File: config.mk
export PLATFORM = sky130hd
export DESIGN_NAME = mdu_div_sequencer
export DESIGN_NICKNAME = d
export VERILOG_FILES = /design/src/rtl/mdu_div_sequencer.sv
export SDC_FILE = /design/constraint.sdc
export NUM_CORES = 1
export LEC_CHECK = 0
export BUFFER_PORTS_ARGS = -buffer_cell sky130_fd_sc_hd__buf_4
export CAP_MARGIN = 40
export CORE_MARGIN = 2
export CORE_UTILIZATION = 30
export DETAILED_ROUTE_END_ITERATION = 10
export SKIP_CTS_REPAIR_TIMING = 1
export SYNTH_ARGS = -nofsm -noshare
export SYNTH_HDL_FRONTEND = slang
export SYNTH_SLANG_ARGS = --single-unit
File: constraint.sdc
create_clock -name CLK -period 18.18 [get_ports CLK]
set_clock_uncertainty 0.2 [all_clocks]
set_input_delay 3.636 -clock CLK [delete_from_list [all_inputs] [get_ports CLK]]
set_output_delay 3.636 -clock CLK [all_outputs]
set_load 0.05 [all_outputs]
File: src/rtl/mdu_div_sequencer.sv
// Multi-cycle RISC-V M-extension divide/remainder sequencer.
// It runs a radix-2 restoring divide on magnitudes, then applies sign fix-up.
module mdu_div_sequencer (
   input  logic        CLK,
   input  logic        RESET,
   input  logic        START,
   input  logic [2:0]  FUNCT3,
   input  logic [31:0] OP_A,
   input  logic [31:0] OP_B,
   input  logic [4:0]  RD_IN,
   input  logic        FLUSH,
   output logic        BUSY,
   output logic        STALL,
   output logic        RESULT_VALID,
   output logic [31:0] RESULT,
   output logic [4:0]  RD_OUT
);

   typedef enum logic [1:0] {IDLE, CALC, DONE} state_t;

   state_t      state_q;
   logic [5:0]  count_q;
   logic [31:0] rem_q;
   logic [31:0] quo_q;
   logic [31:0] divisor_q;
   logic        isRem_q;
   logic        negQuo_q;
   logic        negRem_q;
   logic [4:0]  rdTag_q;
   logic        busy_q;
   logic        valid_q;
   logic [31:0] result_q;
   logic [4:0]  rdOut_q;

   logic        accept_d;
   logic        signedOp_d;
   logic        aNeg_d;
   logic        bNeg_d;
   logic [31:0] aMag_d;
   logic [31:0] bMag_d;
   logic        divZero_d;
   logic        overflow_d;
   logic [32:0] shifted_d;
   logic [32:0] diff_d;

   // diff_d[32] set means the trial subtraction borrowed, so the partial remainder is restored.
   always_comb begin
      accept_d   = START & FUNCT3[2] & ~FLUSH & (state_q == IDLE);
      signedOp_d = ~FUNCT3[0];
      aNeg_d     = signedOp_d & OP_A[31];
      bNeg_d     = signedOp_d & OP_B[31];
      aMag_d     = aNeg_d ? (32'd0 - OP_A) : OP_A;
      bMag_d     = bNeg_d ? (32'd0 - OP_B) : OP_B;
      divZero_d  = (OP_B == 32'd0);
      overflow_d = signedOp_d & (OP_A == 32'h8000_0000) & (OP_B == 32'hFFFF_FFFF);
      shifted_d  = {rem_q, quo_q[31]};
      diff_d     = shifted_d - {1'b0, divisor_q};
   end

   always_ff @(posedge CLK) begin
      if (!RESET) begin
         state_q  <= IDLE;
         count_q  <= 6'd0;
         busy_q   <= 1'b0;
         valid_q  <= 1'b0;
         result_q <= 32'd0;
         rdOut_q  <= 5'd0;
      end else begin
         valid_q <= 1'b0;
         case (state_q)
            IDLE: begin
               if (accept_d) begin
                  rdTag_q <= RD_IN;
                  isRem_q <= FUNCT3[1];
                  busy_q  <= 1'b1;
                  count_q <= 6'd0;
                  if (divZero_d) begin
                     quo_q    <= 32'hFFFF_FFFF;
                     rem_q    <= OP_A;
                     negQuo_q <= 1'b0;
                     negRem_q <= 1'b0;
                     state_q  <= DONE;
                  end else if (overflow_d) begin
                     quo_q    <= 32'h8000_0000;
                     rem_q    <= 32'd0;
                     negQuo_q <= 1'b0;
                     negRem_q <= 1'b0;
                     state_q  <= DONE;
                  end else begin
                     quo_q     <= aMag_d;
                     rem_q     <= 32'd0;
                     divisor_q <= bMag_d;
                     negQuo_q  <= aNeg_d ^ bNeg_d;
                     negRem_q  <= aNeg_d;
                     state_q   <= CALC;
                  end
               end
            end
            CALC: begin
               if (FLUSH) begin
                  state_q <= IDLE;
                  busy_q  <= 1'b0;
                  count_q <= 6'd0;
               end else begin
                  rem_q   <= diff_d[32] ? shifted_d[31:0] : diff_d[31:0];
                  quo_q   <= {quo_q[30:0], ~diff_d[32]};
                  count_q <= count_q + 6'd1;
                  if (count_q == 6'd31) begin
                     state_q <= DONE;
                  end
               end
            end
            DONE: begin
               state_q <= IDLE;
               busy_q  <= 1'b0;
               count_q <= 6'd0;
               if (!FLUSH) begin
                  if (isRem_q) begin
                     result_q <= negRem_q ? (32'd0 - rem_q) : rem_q;
                  end else begin
                     result_q <= negQuo_q ? (32'd0 - quo_q) : quo_q;
                  end
                  rdOut_q <= rdTag_q;
                  valid_q <= 1'b1;
               end
            end
            default: begin
               state_q <= IDLE;
               busy_q  <= 1'b0;
            end
         endcase
      end
   end

   assign BUSY         = busy_q;
   assign STALL        = busy_q | (START & FUNCT3[2] & (state_q == IDLE) & ~FLUSH);
   assign RESULT_VALID = valid_q;
   assign RESULT       = result_q;
   assign RD_OUT       = rdOut_q;

endmodule
==> impl_metrics.toml, run 1 <==
[status]
status = "completed"

[finish]
nets = 1470
final_cell_mix = "nand2_1 (128), buf_4 (127), a21oi_1 (111)"
area_delta_synth_final_pct = 18.07
fillers = 3707
layout_commonest_cell = "nand2_1"
drive_above_1_share_pct = 13.30

[floorplan]
start_util_pct = 30.61
core-area_um2 = 35740
ios = 116
die_w_um = 195.0
rows = 69
die-area_um2 = 38020
die_y_um = 195.0

[placed_design]
numPortBuffers = 115
gp_congestion = 0.8606
dp_hpwl_um = 24510

[setup_path]
rr_worst_depth = 13
crit_path_start_kind = "input port"
slowest_delay_ns = 0.44
critPathMaxFanout = 9
r2r_start = "quo_q[31]$_DFFE_PP_"
required_ns = 14.34
cp-end-kind = "output pin"
worst-path-buf-inv = 2
critical-path-slowest-cell = "nor4_1"
critPathKind = "in -> out"
path_cells = "buf_4 > nor4_1 > or2_2 > buf_4"
reg2reg_to = "rem_q[24]$_DFFE_PP_"
cpMostUsedCell = "buf_4"
arrival_ns = 4.62
r2r_slack_ns = 13.29
crit_family = "simple AND/OR/NAND/NOR gates"

[sta]
fmax_mhz = 118.2
rsz0062_at_grt = "no"
setup_tns_ns = 0
drv_slew = 0
final_hold_viol_count = 0
worstMarginPinSlew_ns = 0.9294
fin_hold_ws_ns = 0.2544
setup_viol = 0
period_needed_ns = 8.459
period_share_pct = 46.53
slew_headroom_pct = 37.47

[drt]
detail_route.iter0.violations = 839
drc = 0
wl_per_cell_um = 17.34
routed-via-count = 9573
first_pass_iters = 6
viasPerCell = 5.217
ant_nets = 0
totalWireLength_um = 31830

[cts]
clk_pin_slew_ns = 0.06
cts_buffers = 17
clock_sinks = 151
cts_max_level = 4
clk_latency_ns = 0.44
cts_buffer_depth = 2
cts_root_buf = "clkbuf_16"
cts_tree = "yes"

[global_route]
grt_pass1_wl_um = 50020
grt.overflow.total = 0
grt_pass1_vias = 9008
antenna_found_initial = 5
track_usage_pct = 16.61
grt_max_degree = 88

[yosys]
synthArstFlopShare_pct = 0
synth-seq-area-share_pct = 37.14
syn_avg_cell_area_um2 = 8.629
mappedNetlistArea_um2 = 10940
synth_edf_count = 104
postSynthCellCount = 1268
synth_warnings = 0
synth_top_flop_cell = "edfxtp_1"
syn-num-nets = 1383
ys_ff_latch = 151
synth_cell_types = 61

[hold_path]
hold_class = "reg -> reg"
hold_start = "count_q[5]$_SDFFE_PN0P_"
worstHoldPathCells = 1
hold-path-endpoint = "count_q[5]$_SDFFE_PN0P_"

[run]
drv_cap = 0

[power]
power_density_nw_per_um2 = 66.92
p_leak_nw = 4.995
vdd_ir_drop_max_mv = 0.04712
==> sequential cells by signal, indices dropped and copies added, names as in the netlist, 2 cells and up <==
register and flops:
divisor_q 32, RESULT 32, RD_OUT 5, rem_q 32, state_q 2, rdTag_q 5
count_q 6, quo_q 32
==> power by group <==
group / internal [mW] / leakage, nW / switching, mW
combinational: 0.0483 / 3.35 / 0.0632
sequential: 0.376 / 1.33 / 0.00797
clock: 0.220 / 0.310 / 0.148
==> layer usage <==
metal,vias to the layer above,part of all wire [%],global-route usage [%]
met2,291,43,25.25
met4,0,1.7,5.061
met3,29,6.6,3.282
met5,-,0,0
met1,4442,49,23.73
li1,4811,-,-
==> synth_stat cells, types with 4 or more instances <==
cell type  number  area (um2)
nand2b_1       25       156.4
a21o_1         12       90.09
or3_1          15       93.84
inv_1          49       183.9
mux2i_1        31       310.3
a21oi_1       111       555.5
buf_1           9       33.78
ha_1           38       475.5
or2_2           4       25.02
nand3_1        27       135.1
and2_1          6       37.54
o211ai_1       24       180.2
and3_1          9       56.30
o21a_1          5       37.54
nor4_1         13       81.33
xor2_1         77       674.4
nor2b_1        17       106.4
o21bai_1        6       45.04
nor3b_1         5       37.54
o211a_1        10       100.1
o31ai_1        17       127.6
edfxtp_1      104        3123
or4_1          10       75.07
nor3_1         33       165.2
nor2_1        107       401.6
clkbuf_1       48       180.2
a311oi_1        4       35.03
o31a_1          4       35.03
o41ai_1        16       140.1
xnor2_1        69       604.3
nand4_1        14       87.58
a31oi_1        23       143.9
a21boi_0       16       120.1
nand2_1       128       480.5
a211oi_1        9       67.56
o21ai_0        87       435.4
dfxtp_1        47       940.9
==> cell type report <==
type                       count  area [um2]  share of cell area (%)
antenna                        6       15.01                  0.1162
timing repair buffer         129       974.7                   7.545
sequential                   151        4064                   31.46
clock buffer                  23       531.8                   4.116
clock inverter                 9       80.08                  0.6199
tap                          461       576.8                   4.465
multi-input combinational   1007        6492                   50.26
inverter                      49       183.9                   1.424
==> logic make-up (layout without fill, tap and decap cells) <==
family                   count (synthesis)  in the layout  share of synthesized area, %
adder cells (fa/ha/maj)                 39             39                         4.528
XOR/XNOR                               146            146                         11.69
AND/OR/NAND/NOR                        430            430                         19.27
buffers and inverters                  110            210                         3.876
flip-flops                             151            151                         37.14
other                                    0              6                             0
multiplexers                            31             31                         2.836
AO/OA/AOI/OAI                          361            361                         20.66
==> worst max path at each step <==
stage,startpoint,endpoint,cells after the start
final,FLUSH,STALL,4
after global routing,FLUSH,STALL,4
after CTS,FLUSH,STALL,4
after detailed placement,FLUSH,STALL,4
after global placement,FLUSH,STALL,4
after floorplan,FLUSH,quo_q[0]$_DFFE_PP_,2
==> metrics by stage <==
stage	instance area (um2)	utilization [%]	power, mW	instances	setup slack, ns
after floorplan	10940	-	0.4603	1268	9.200
after global placement	12260	34.29	0.5003	1793	9.722
after detailed placement	12290	34.39	0.5021	1797	9.695
after CTS	12900	36.10	0.8709	1829	9.695
after global routing	12910	36.13	0.8984	1833	9.596
final	12920	36.14	0.8645	1835	9.721
Note: power is estimated with default switching activity, not from simulation.
==> run 2, diff against run 1 <==
--- a/config.mk
+++ b/config.mk
@@ -5,6 +5,7 @@
 export SDC_FILE = /design/constraint.sdc
 export NUM_CORES = 1
 export LEC_CHECK = 0
+export ABC_AREA = 1
 export BUFFER_PORTS_ARGS = -buffer_cell sky130_fd_sc_hd__buf_4
 export CAP_MARGIN = 40
 export CORE_MARGIN = 2
==> constraint.sdc (replaced) <==
create_clock -name CLK -period 8.7 [get_ports CLK]
set_clock_uncertainty 0.2 [all_clocks]
set_input_delay 1.74 -clock CLK [delete_from_list [all_inputs] [get_ports CLK]]
set_output_delay 1.74 -clock CLK [all_outputs]
set_load 0.05 [all_outputs]
==> run 2 against run 1 <==
Global-route usage grew 4.8 points. Non-clock buffer count decreased by 2. Via count up 42%.
==> impl_metrics.toml, run 2 <==
[status]
status = "completed"

[power]
power_density_nw_per_um2 = 119.9
p_sw_mw = 0.5246
p_seq_share_pct = 44.8
p_leak_nw = 7.180
comb_power_share_pct = 17.7
clkPwrFrac_pct = 37.6
switching_share_pct = 29.06
internal-power_mw = 1.280
vdd_ir_drop_max_mv = 0.1455

[setup_path]
required_ns = 6.76
r2r_slack_ns = 5.03
r2r_start = "state_q[0]$_SDFFE_PN0P_"
critPathKind = "in -> out"
reg2reg_to = "rem_q[7]$_DFFE_PP_"
crit_path_start = "FLUSH"
rr_worst_depth = 9
crit_path_start_kind = "input port"
crit_end = "STALL"
cp-end-kind = "output pin"
critPathMaxFanout = 3
arrival_ns = 2.60

[floorplan]
die-area_um2 = 45290
rows = 76
die_y_um = 212.8
core-area_um2 = 43080
ios = 116
start_util_pct = 30.37
die_w_um = 212.8

[drt]
detail_route.iter0.violations = 1401
first_pass_iters = 6
ant_nets = 0
drc = 0
wl_per_cell_um = 17.58
totalWireLength_um = 47980
routed-via-count = 13590
viasPerCell = 4.980

[sta]
period_needed_ns = 4.539
setup_tns_ns = 0
setup_viol = 0
drv_slew = 0
final_hold_viol_count = 0
fmax_mhz = 220.3
period_share_pct = 52.17
slew_headroom_pct = 38.17
rsz0062_at_grt = "no"
worstMarginPinSlew_ns = 0.9275

[global_route]
grt_pass1_vias = 12790
track_usage_pct = 21.44
antenna_found_initial = 0
grt_pass1_wl_um = 73080
grt_max_degree = 65
grt.overflow.total = 0

[cts]
clk_latency_ns = 0.45
cts_buffer_depth = 2
cts_root_buf = "clkbuf_16"
clk_pin_slew_ns = 0.06
clock_sinks = 151
cts_tree = "yes"
cts_buffers = 17
cts_max_level = 4

[yosys]
synth_largest_area_cell = "edfxtp_1"
synthArstFlopShare_pct = 0
syn_avg_cell_area_um2 = 6.407
synth_top_flop_cell = "edfxtp_1"
postSynthCellCount = 2042
mappedNetlistArea_um2 = 13080
syn-num-nets = 2157
synth-seq-area-share_pct = 31.06
synth_top_area_share_pct = 23.87
ys_ff_latch = 151
synth_most_common_cell = "nand2_1"
synth_warnings = 0
yosys-top-cells-count = "nand2_1 (577), inv_1 (323), nor2_1 (217)"
synthTopCellsByArea = "edfxtp_1 (24%), nand2_1 (17%), inv_1 (9.3%)"
synth_edf_count = 104
synth_cell_types = 49

[run]
drv_cap = 0

[placed_design]
numPortBuffers = 115
dp_hpwl_um = 38780
dpl.cell_count = 2698
gp_congestion = 0.9333

[finish]
fillers = 4723
nets = 2247
final_cell_mix = "nand2_1 (577), inv_1 (323), nor2_1 (215)"
area_delta_synth_final_pct = 15.06
drive_above_1_share_pct = 10.82
multi_input_area_um2 = 7523
regArea_um2 = 4064
layout.cells.non_filler = 2729
layout_commonest_cell = "nand2_1"
insertedDiodeCount = 0

[hold_path]
hold_class = "reg -> reg"
[run 2: cell types whose count changed in the layout (fill, tap and decap cells not counted), sizes merged, moves of 17 or more]
| cell | delta |
|---|---|
| xnor2 | -53 |
| a21oi | -31 |
| nor2 | +124 |
| mux2i | -30 |
| nand4 | +23 |
| a21boi | -17 |
| inv | +276 |
| o21ai | +37 |
| nor2b | -17 |
| xor2 | -33 |
| nand3 | +182 |
| nand2b | -25 |
| nand2 | +488 |
[run 2: power groups by stage]
stage / sequential (mW) / clock [mW] / combinational, mW
global route: 0.809 / 0.714 / 0.353
CTS: 0.807 / 0.686 / 0.316
finish: 0.808 / 0.678 / 0.319
global placement: 0.822 / 0 / 0.313
detailed placement: 0.823 / 0 / 0.314
floorplan: 0.816 / 0 / 0.199
[run 2: cell families (layout without fill, tap and decap cells)]
kind of cell,after synthesis,after routing,synth area share [%]
muxes,1,1,0.07651
and+or+nand+nor,1144,1144,38.25
DFF,151,151,31.06
buffers and inverters,385,487,11.59
xor gates and xnor gates,60,60,4.017
adders and majority gates,39,39,3.787
AOI/OAI and AO/OA,262,262,11.22
[run 2: worst min-delay path by stage]
stage,startpoint,cells past startpoint,end
floorplan,count_q[4]$_SDFFE_PN0P_,2,count_q[4]$_SDFFE_PN0P_
global placement,count_q[4]$_SDFFE_PN0P_,2,count_q[4]$_SDFFE_PN0P_
detailed placement,RD_OUT[2]$_SDFFE_PN0P_,2,RD_OUT[2]$_SDFFE_PN0P_
CTS,RD_OUT[2]$_SDFFE_PN0P_,2,RD_OUT[2]$_SDFFE_PN0P_
global route,count_q[4]$_SDFFE_PN0P_,2,count_q[4]$_SDFFE_PN0P_
finish,RD_OUT[2]$_SDFFE_PN0P_,2,RD_OUT[2]$_SDFFE_PN0P_
[run 2: area by class of cell]
cell class	instances	share of cell area, %
Multi-Input combinational cell	1506	49.98
Tap cell	585	4.862
Clock buffer	21	2.926
Clock inverter	10	0.5320
Inverter	329	8.204
Sequential cell	151	27.00
Timing Repair Buffer	127	6.500
[run 2: through the flow]
step                      utilization [%]  total power [mW]  hold WS (ns)  cell area, um2  setup slack (ns)
after floorplan                         -             1.015        0.2382           13080             2.504
after global placement              33.64             1.135        0.2534           14490             4.174
after detailed placement            33.74             1.137        0.2572           14530             4.179
after CTS                           34.95             1.809        0.2663           15050             4.170
after global routing                34.95             1.876        0.2993           15050             4.080
final                               34.95             1.805        0.2667           15050             4.161
[run 2: worst max-delay path, stage by stage]
cell     delay, ns
buf_4         0.11
inv_1         0.06
nand3_1       0.16
nor2_1        0.18
inv_1         0.09
nand2_1       0.06
buf_4         0.19
[run 2: metal layers]
layer / GRT usage, % / vias to the layer above / wire length, um
met1: 29.05 / 6296 / 21880
met5: 0 / - / 0
li1: - / 6772 / -
met4: 7.909 / 0 / 1504
met3: 4.824 / 72 / 3435
met2: 33.26 / 450 / 21160
